<file path="src/rtl/mux_nto1_rr_if.sv">
// mux_nto1_rr_if -- channel bundle for the N-to-1 round-robin/fixed mux.
//   Producer side: mode, sel, in_data, in_valid (in), in_ready (out)
//   Consumer side: out_data, out_ch, out_valid (out), out_ready (in)
//   slave  : view taken by the mux itself
//   master : view taken by whoever drives the channels and sinks the output
interface mux_nto1_rr_if #(
  parameter int WIDTH = 3,
  parameter int NCH   = 8
);
  localparam int SELW = (NCH > 1) ? $clog2(NCH) : 1;

  logic                   mode;
  logic [SELW-1:0]        sel;
  logic [NCH*WIDTH-1:0]   in_data;
  logic [NCH-1:0]         in_valid;
  logic [NCH-1:0]         in_ready;
  logic [WIDTH-1:0]       out_data;
  logic [SELW-1:0]        out_ch;
  logic                   out_valid;
  logic                   out_ready;

  modport master (
    output mode, sel, in_data, in_valid, out_ready,
    input  in_ready, out_data, out_ch, out_valid
  );

  modport slave (
    input  mode, sel, in_data, in_valid, out_ready,
    output in_ready, out_data, out_ch, out_valid
  );
endinterface

</file>
<file path="src/rtl/mux_nto1_rr.sv">
// mux_nto1_rr -- registered N-to-1 channel multiplexer with per-channel
// valid/ready, selectable fixed-select or round-robin arbitration.
//   clk   : rising-edge clock
//   rst_n : asynchronous active-low reset
//   bus   : mux_nto1_rr_if.slave (mode, sel, in_data, in_valid, in_ready,
//           out_data, out_ch, out_valid, out_ready)
// One output register stage; a new word may be accepted in the same cycle
// the held word drains, so throughput is one word per cycle.
module mux_nto1_rr #(
  parameter int WIDTH = 3,
  parameter int NCH   = 8
) (
  input  logic           clk,
  input  logic           rst_n,
  mux_nto1_rr_if.slave   bus
);
  localparam int SELW = (NCH > 1) ? $clog2(NCH) : 1;

  logic [WIDTH-1:0] r_out_data;
  logic [SELW-1:0]  r_out_ch;
  logic             r_out_valid;
  logic [SELW-1:0]  r_ptr;

  logic             w_load;
  logic             w_gnt_vld;
  logic [SELW-1:0]  w_gnt_idx;
  logic [WIDTH-1:0] w_gnt_data;
  logic [NCH-1:0]   w_in_ready;
  logic             w_xfer;

  assign w_load = !r_out_valid || bus.out_ready;

  // Grant selection. Round-robin is done as two linear passes: first the
  // channels at or above the pointer, then the ones below it, which is the
  // same as a wrapped scan starting at ptr.
  always_comb begin
    w_gnt_vld = 1'b0;
    w_gnt_idx = '0;
    if (!bus.mode) begin
      // An out-of-range sel matches no channel, so nothing is ever granted.
      for (int i = 0; i < NCH; i++) begin
        if (int'(bus.sel) == i && bus.in_valid[i]) begin
          w_gnt_vld = 1'b1;
          w_gnt_idx = SELW'(i);
        end
      end
    end else begin
      for (int i = 0; i < NCH; i++) begin
        if (!w_gnt_vld && bus.in_valid[i] && i >= int'(r_ptr)) begin
          w_gnt_vld = 1'b1;
          w_gnt_idx = SELW'(i);
        end
      end
      for (int i = 0; i < NCH; i++) begin
        if (!w_gnt_vld && bus.in_valid[i] && i < int'(r_ptr)) begin
          w_gnt_vld = 1'b1;
          w_gnt_idx = SELW'(i);
        end
      end
    end
  end

  always_comb begin
    w_gnt_data = '0;
    w_in_ready = '0;
    for (int i = 0; i < NCH; i++) begin
      if (w_gnt_idx == SELW'(i)) begin
        w_gnt_data = bus.in_data[i*WIDTH +: WIDTH];
      end
      // rst_n gates ready so nothing handshakes while reset is held.
      w_in_ready[i] = rst_n && w_load && w_gnt_vld && (w_gnt_idx == SELW'(i));
    end
  end

  // A granted channel is always valid, so load plus grant is a transfer.
  assign w_xfer = w_load && w_gnt_vld;

  // Output register stage and round-robin pointer.
  always_ff @(posedge clk or negedge rst_n) begin
    if (!rst_n) begin
      r_out_valid <= 1'b0;
      r_out_data  <= '0;
      r_out_ch    <= '0;
      r_ptr       <= '0;
    end else begin
      if (w_load) begin
        r_out_valid <= w_xfer;
        if (w_xfer) begin
          r_out_data <= w_gnt_data;
          r_out_ch   <= w_gnt_idx;
        end
      end
      if (w_xfer && bus.mode) begin
        r_ptr <= (w_gnt_idx == SELW'(NCH - 1)) ? '0 : w_gnt_idx + SELW'(1);
      end
    end
  end

  assign bus.out_data  = r_out_data;
  assign bus.out_ch    = r_out_ch;
  assign bus.out_valid = r_out_valid;
  assign bus.in_ready  = w_in_ready;

endmodule

</file>
<file path="src/flat_wrapper.sv">
// flat-port wrapper written by rule: the top's interface ports become plain ports
module mux_nto1_rr_flat 
#(
  parameter int WIDTH = 3,
  parameter int NCH   = 8
)
  (clk, rst_n, bus_mode, bus_sel, bus_in_data, bus_in_valid, bus_out_ready, bus_in_ready, bus_out_data, bus_out_ch, bus_out_valid);
  mux_nto1_rr_if #(.WIDTH(WIDTH), .NCH(NCH)) bus_i ();
  input  logic clk;
  input  logic rst_n;
  input wire logic [$bits(bus_i.mode)-1:0] bus_mode;
  input wire logic [$bits(bus_i.sel)-1:0] bus_sel;
  input wire logic [$bits(bus_i.in_data)-1:0] bus_in_data;
  input wire logic [$bits(bus_i.in_valid)-1:0] bus_in_valid;
  input wire logic [$bits(bus_i.out_ready)-1:0] bus_out_ready;
  output wire logic [$bits(bus_i.in_ready)-1:0] bus_in_ready;
  output wire logic [$bits(bus_i.out_data)-1:0] bus_out_data;
  output wire logic [$bits(bus_i.out_ch)-1:0] bus_out_ch;
  output wire logic [$bits(bus_i.out_valid)-1:0] bus_out_valid;
  assign bus_i.mode = bus_mode;
  assign bus_i.sel = bus_sel;
  assign bus_i.in_data = bus_in_data;
  assign bus_i.in_valid = bus_in_valid;
  assign bus_i.out_ready = bus_out_ready;
  assign bus_in_ready = bus_i.in_ready;
  assign bus_out_data = bus_i.out_data;
  assign bus_out_ch = bus_i.out_ch;
  assign bus_out_valid = bus_i.out_valid;
  mux_nto1_rr #(.WIDTH(WIDTH), .NCH(NCH)) u_core (.clk(clk), .rst_n(rst_n), .bus(bus_i));
endmodule
</file>
<file path="config.mk">
export PLATFORM = sky130hd
export DESIGN_NAME = mux_nto1_rr_flat
export DESIGN_NICKNAME = d
export VERILOG_FILES = /design/src/rtl/mux_nto1_rr_if.sv /design/src/rtl/mux_nto1_rr.sv /design/src/flat_wrapper.sv
export SDC_FILE = /design/constraint.sdc
export NUM_CORES = 1
export LEC_CHECK = 0
export CAP_MARGIN = 20
export CORE_AREA = 2 2 61 63
export DETAILED_ROUTE_END_ITERATION = 8
export DIE_AREA = 0 0 63 65
export GPL_TIMING_DRIVEN = 0
export PLACE_DENSITY = 0.76
export REMOVE_ABC_BUFFERS = 1
export SKIP_CTS_REPAIR_TIMING = 1
export SYNTH_ARGS = -nofsm -noshare
export SYNTH_HDL_FRONTEND = slang
export SYNTH_SLANG_ARGS = --single-unit
</file>
<file path="constraint.sdc">
create_clock -name clk -period 3.58 [get_ports clk]
set_clock_uncertainty 0.15 [all_clocks]
set_input_delay 0.716 -clock clk [delete_from_list [all_inputs] [get_ports clk]]
set_output_delay 0.716 -clock clk [all_outputs]
set_load 0.03 [all_outputs]
</file>
==> results.env <==
RUN_STATUS='finished with violations'
VIOLATIONS_IN_THE_FINAL_REPORTS='negative setup slack'
FILLER_CELL_COUNT=305
WIRE_LENGTH_OF_THE_FIRST_GLOBAL_ROUTING_PASS_MM=6.161
WORSTSETUPPATHTYPE='input port to output port'
STARTPOINT_TYPE='input port'
FIRST_GLOBAL_VIAS=1366
CRITICAL_PATH.MAX_FANOUT=6
TRITONCTS='done'
SYNTH.DISTINCT_CELLS=52
INITIAL_UTILIZATION_PCT=37.47
FINALWIRELENGTH_MM=4.621
ANTENNA_FOUND_INITIAL=0
SYNTH_ENABLE_FLOP_CELLS=0
GRT_UTIL_ALL_LAYERS_PCT=18.58
POWER.DENSITY_CELL_AREA_nW_PER_UM2=529.3
SYNTHSIMPLEGATEAREAFRAC_PCT=23.88
POSTSYNTHREGISTERBITS=10
FINAL_CELLS=295
POSTSYNTHAREAPERCELL_UM2=7.661
POST_SYNTH_FA_HA_MAJ_AREA_FRACTION_PCT=5.731
DR.FIRST_ITER.DRC_COUNT=101
CTS.SINK_COUNT=10
GRT_MAX_DEGREE=17
PLACED_CELLS=262
LAYOUT.AREA.SEQ_UM2=254.0
FINAL_HOLD_VIOL_COUNT=0
AREA_DELTA_SYNTH_FINAL_PCT=74.69
CTS.REPORTEDPATHS.CLKPINSLEW_NS=0.06
SYNTH.TOP_CELL.AREA_SHARE_PCT=19.10
FINALWEIGHTEDCONGESTION=0.9298
CRITICAL_PATH.ENDPOINT_TYPE='output port'
DETAILED_PLACE_HPWL_MM=2.867
DRIVE_ABOVE_1_SHARE_PCT=33.60
FINAL_PERIOD_MINUS_WORST_SETUP_SLACK_NS=3.730
FIN_NETS=293
PORT_BUFFERS=53
FINAL_DESIGN_AREA_NO_FILL_UM2=2288
DIE-WIDTH_UM=63
DESIGN.DIE.AREA_UM2=4095
TIMING_MAX_TRANSITION_VIOLATIONS_FINAL=0
FINAL-SETUP-VIOL-COUNT=8
TIMING.CRITICAL_PATH.MAX_DELAY_FAMILY='simple AND/OR/NAND/NOR gates'
DIE_H_UM=65
CP_NUM_BUF_INV=3
DRT.ANTENNA.VIOLATING_NETS=0
MAX_FREQ_GHz=0.2681
COUNT_OF_STANDARD_CELL_ROWS=22
N_ANTENNA_CELL=0
SYNTH.TOP_CELLS.BY_AREA='sky130_fd_sc_hd__dfrtp_1 19%, sky130_fd_sc_hd__ha_1 5.7%, sky130_fd_sc_hd__a21oi_1 5.3%'
MAPPEDNETLISTAREA_UM2=1310
XOR_XNOR_FRACTION_OF_SYNTH_AREA_PCT=0
PLACE_WS_NS=-1.745
HOLDCRITPATHCLASS='flop to flop'
SYNTH_COMPOUND_GATE_AREA_SHARE_PCT=32.76
SYNTH_ASYNC_SR_FLOP_SHARE_PCT=100.0
DRV_CAP=0
HTREE_NUM_LEVELS=1
GRT.OVERFLOW.TOTAL=0
SYNTH_TOP_AREA_CELL='sky130_fd_sc_hd__dfrtp_1'
TOTAL_I_O_PIN_COUNT=54
CRITICAL-PATH-MAX-STAGE-DELAY_NS=0.39
FIRST_PASS_ITERS=6
CRIT_PATH_TOP_DELAY_CELL='sky130_fd_sc_hd__or3_4'
WORST-SLEW-PIN-TRANSITION_NS=0.5318
POST_SYNTH_INST_COUNT=171
RELSLEWSLACK_PCT=64.43
SYNTH_FF_TYPE='sky130_fd_sc_hd__dfrtp_1'
ROUTED-VIA-COUNT=1686
LAYOUT_WORST_PATH_CYCLE_SHARE_PCT=104.2
CLK-INSERTION-DELAY-LATE_NS=0.26
SYNTH-WARNING-COUNT=0
DPL_CELL_AREA_UM2=1843
CLOCK_TREE.ROOT_CELL='sky130_fd_sc_hd__clkbuf_4'
COMBINATIONAL_FAMILY_WITH_THE_MOST_AREA_AFTER_SYNTHESIS='compound AO/OA/AOI/OAI gates'
MAX-CLOCK-PATH-BUFFERS=2
WP_DATA_ARRIVAL_NS=2.86
CRIT_CHAIN='buf_8 -> or3_4 -> a21oi_4 -> a41oi_2 -> nor3b_2 -> a311oi_2 -> a21oi_2 -> buf_4 -> ha_4 -> ha_4 -> and3_4 -> buf_6'
COMBINED_AREA_OF_THE_MULTI_INPUT_LOGIC_CELLS_UM2=1157
WORST_SLACK_NS=-0.1504
CRITPATHMOSTFREQUENTCELL='sky130_fd_sc_hd__ha_4'
WORSTPATHREQUIRED_NS=2.71
CTS_MADE_BUFFERS=3
P_LEAK_nW=0.9913
DRC=0
DRT-VIAS-PER-INSTANCE=5.715
SYNTH_SEQUENTIAL_AREA_RATIO_PCT=19.10
DETAIL_ROUTE.WL_PER_CELL_UM=15.66
FP.COREAREA_UM2=3496
SHARE_OF_CELL_AREA_TAKEN_BY_MUXES_AFTER_SYNTHESIS_PCT=10.98
IR_DROP_V=0.0004160
GRT_SETUP_UNREPAIRED='yes'
-- area by class of cell --
type                       instances  area share, %
clock buffer                       4          1.586
sequential                        10          11.10
tap                               48          2.624
multi-input combinational        140          50.57
timing repair buffer              82          32.31
inverter                          11          1.804
-- flip-flops by register name, summed over array words and instances, names as in the netlist --
name	flops
u_core.bus.out_ch	3
u_core.bus.out_data	3
u_core.r_ptr	3
u_core.bus.out_valid	1
-- placed cells by master, fill, tap and decap left out, drive strengths merged, types with 2 or more instances in the layout --
master         netlist  layout
o2111ai              2       2
o22ai                3       3
dlymetal6s2s         0       7
a21boi               2       2
or3                  2       2
nor2                12      12
a22oi                5       5
ha                   6       6
and3                 3       3
o21ai               13      13
mux4                 2       2
inv                 11      11
a21oi               15      15
mux2                 5       5
clkdlybuf4s50        0      35
mux2i                3       3
clkbuf               3      10
nand3                4       4
a21o                 2       2
a31oi                2       2
o31ai                2       2
nand2b               3       3
nor3                 5       5
a211o                2       2
nand3b               2       2
and2                 7       7
dfrtp               10      10
nand2               15      15
a211oi               3       3
nor2b                3       3
buf                  7      34
o221ai               2       2
-- where the power goes --
group | total [mW] | internal [mW] | switching [mW]
logic | 0.891 | 0.432 | 0.459
registers | 0.220 | 0.162 | 0.0579
clock network | 0.0999 | 0.0618 | 0.0381
-- worst paths after layout --
path	end	start	slack, ns	cells after the start
hold reg to reg	u_core.bus.out_ch[0]$_DFFE_PN0P_	u_core.bus.out_ch[0]$_DFFE_PN0P_	0.34	1
setup reg to reg	u_core.bus.out_data[1]$_DFFE_PN0P_	u_core.r_ptr[1]$_DFFE_PN0P_	0.21	15
min in group asynchronous	u_core.bus.out_ch[0]$_DFFE_PN0P_	rst_n	0.65	1
max in group asynchronous	u_core.r_ptr[1]$_DFFE_PN0P_	rst_n	2.25	1
setup / recovery	bus_in_ready[7]	bus_in_valid[2]	-0.15	12
hold / removal	u_core.bus.out_ch[0]$_DFFE_PN0P_	u_core.bus.out_ch[0]$_DFFE_PN0P_	0.34	1
-- metal layers --
metal,routed length (um),GRT usage [%],vias to the layer above
li1,-,-,802
met1,1867,24.79,793
met2,2295,31.12,70
met3,309,2.083,21
met4,149,6.389,0
met5,0,0,-
-- cell families after synthesis --
logic type,Yosys count
AO/OA/AOI/OAI,63
adder cells (fa/ha/maj),6
buffers and inverters,21
flip-flops,10
multiplexers,10
AND/OR/NAND/NOR,61
-- stage by stage --
stage / utilization (%) / hold slack, ns / setup TNS, ns / power, mW
finish: 65.46 / 0.3436 / -0.7302 / 1.211
global route: 65.46 / 0.3835 / -1.572 / 1.293
CTS: 53.76 / 0.3516 / -15.87 / 0.9273
detailed placement: 52.72 / 0.3314 / -17.59 / 0.8239
global placement: 52.72 / 0.3296 / -16.78 / 0.8194
floorplan: - / 0.2704 / -0.5998 / 0.6118
-- cells in the mapped netlist (all sizes together) (2+ instances only) --
cell type / count
a21oi: 15
a211oi: 3
or3: 2
dfrtp: 10
o31ai: 2
a31oi: 2
ha: 6
clkbuf: 3
nand2: 15
a211o: 2
a21o: 2
nand3b: 2
nor2b: 3
o21ai: 13
mux2i: 3
inv: 11
nand2b: 3
nor3: 5
a21boi: 2
nor2: 12
and2: 7
and3: 3
buf: 7
o2111ai: 2
o221ai: 2
mux2: 5
a22oi: 5
nand3: 4
mux4: 2
o22ai: 3
No activity file was read; power rests on OpenSTA's default activity.
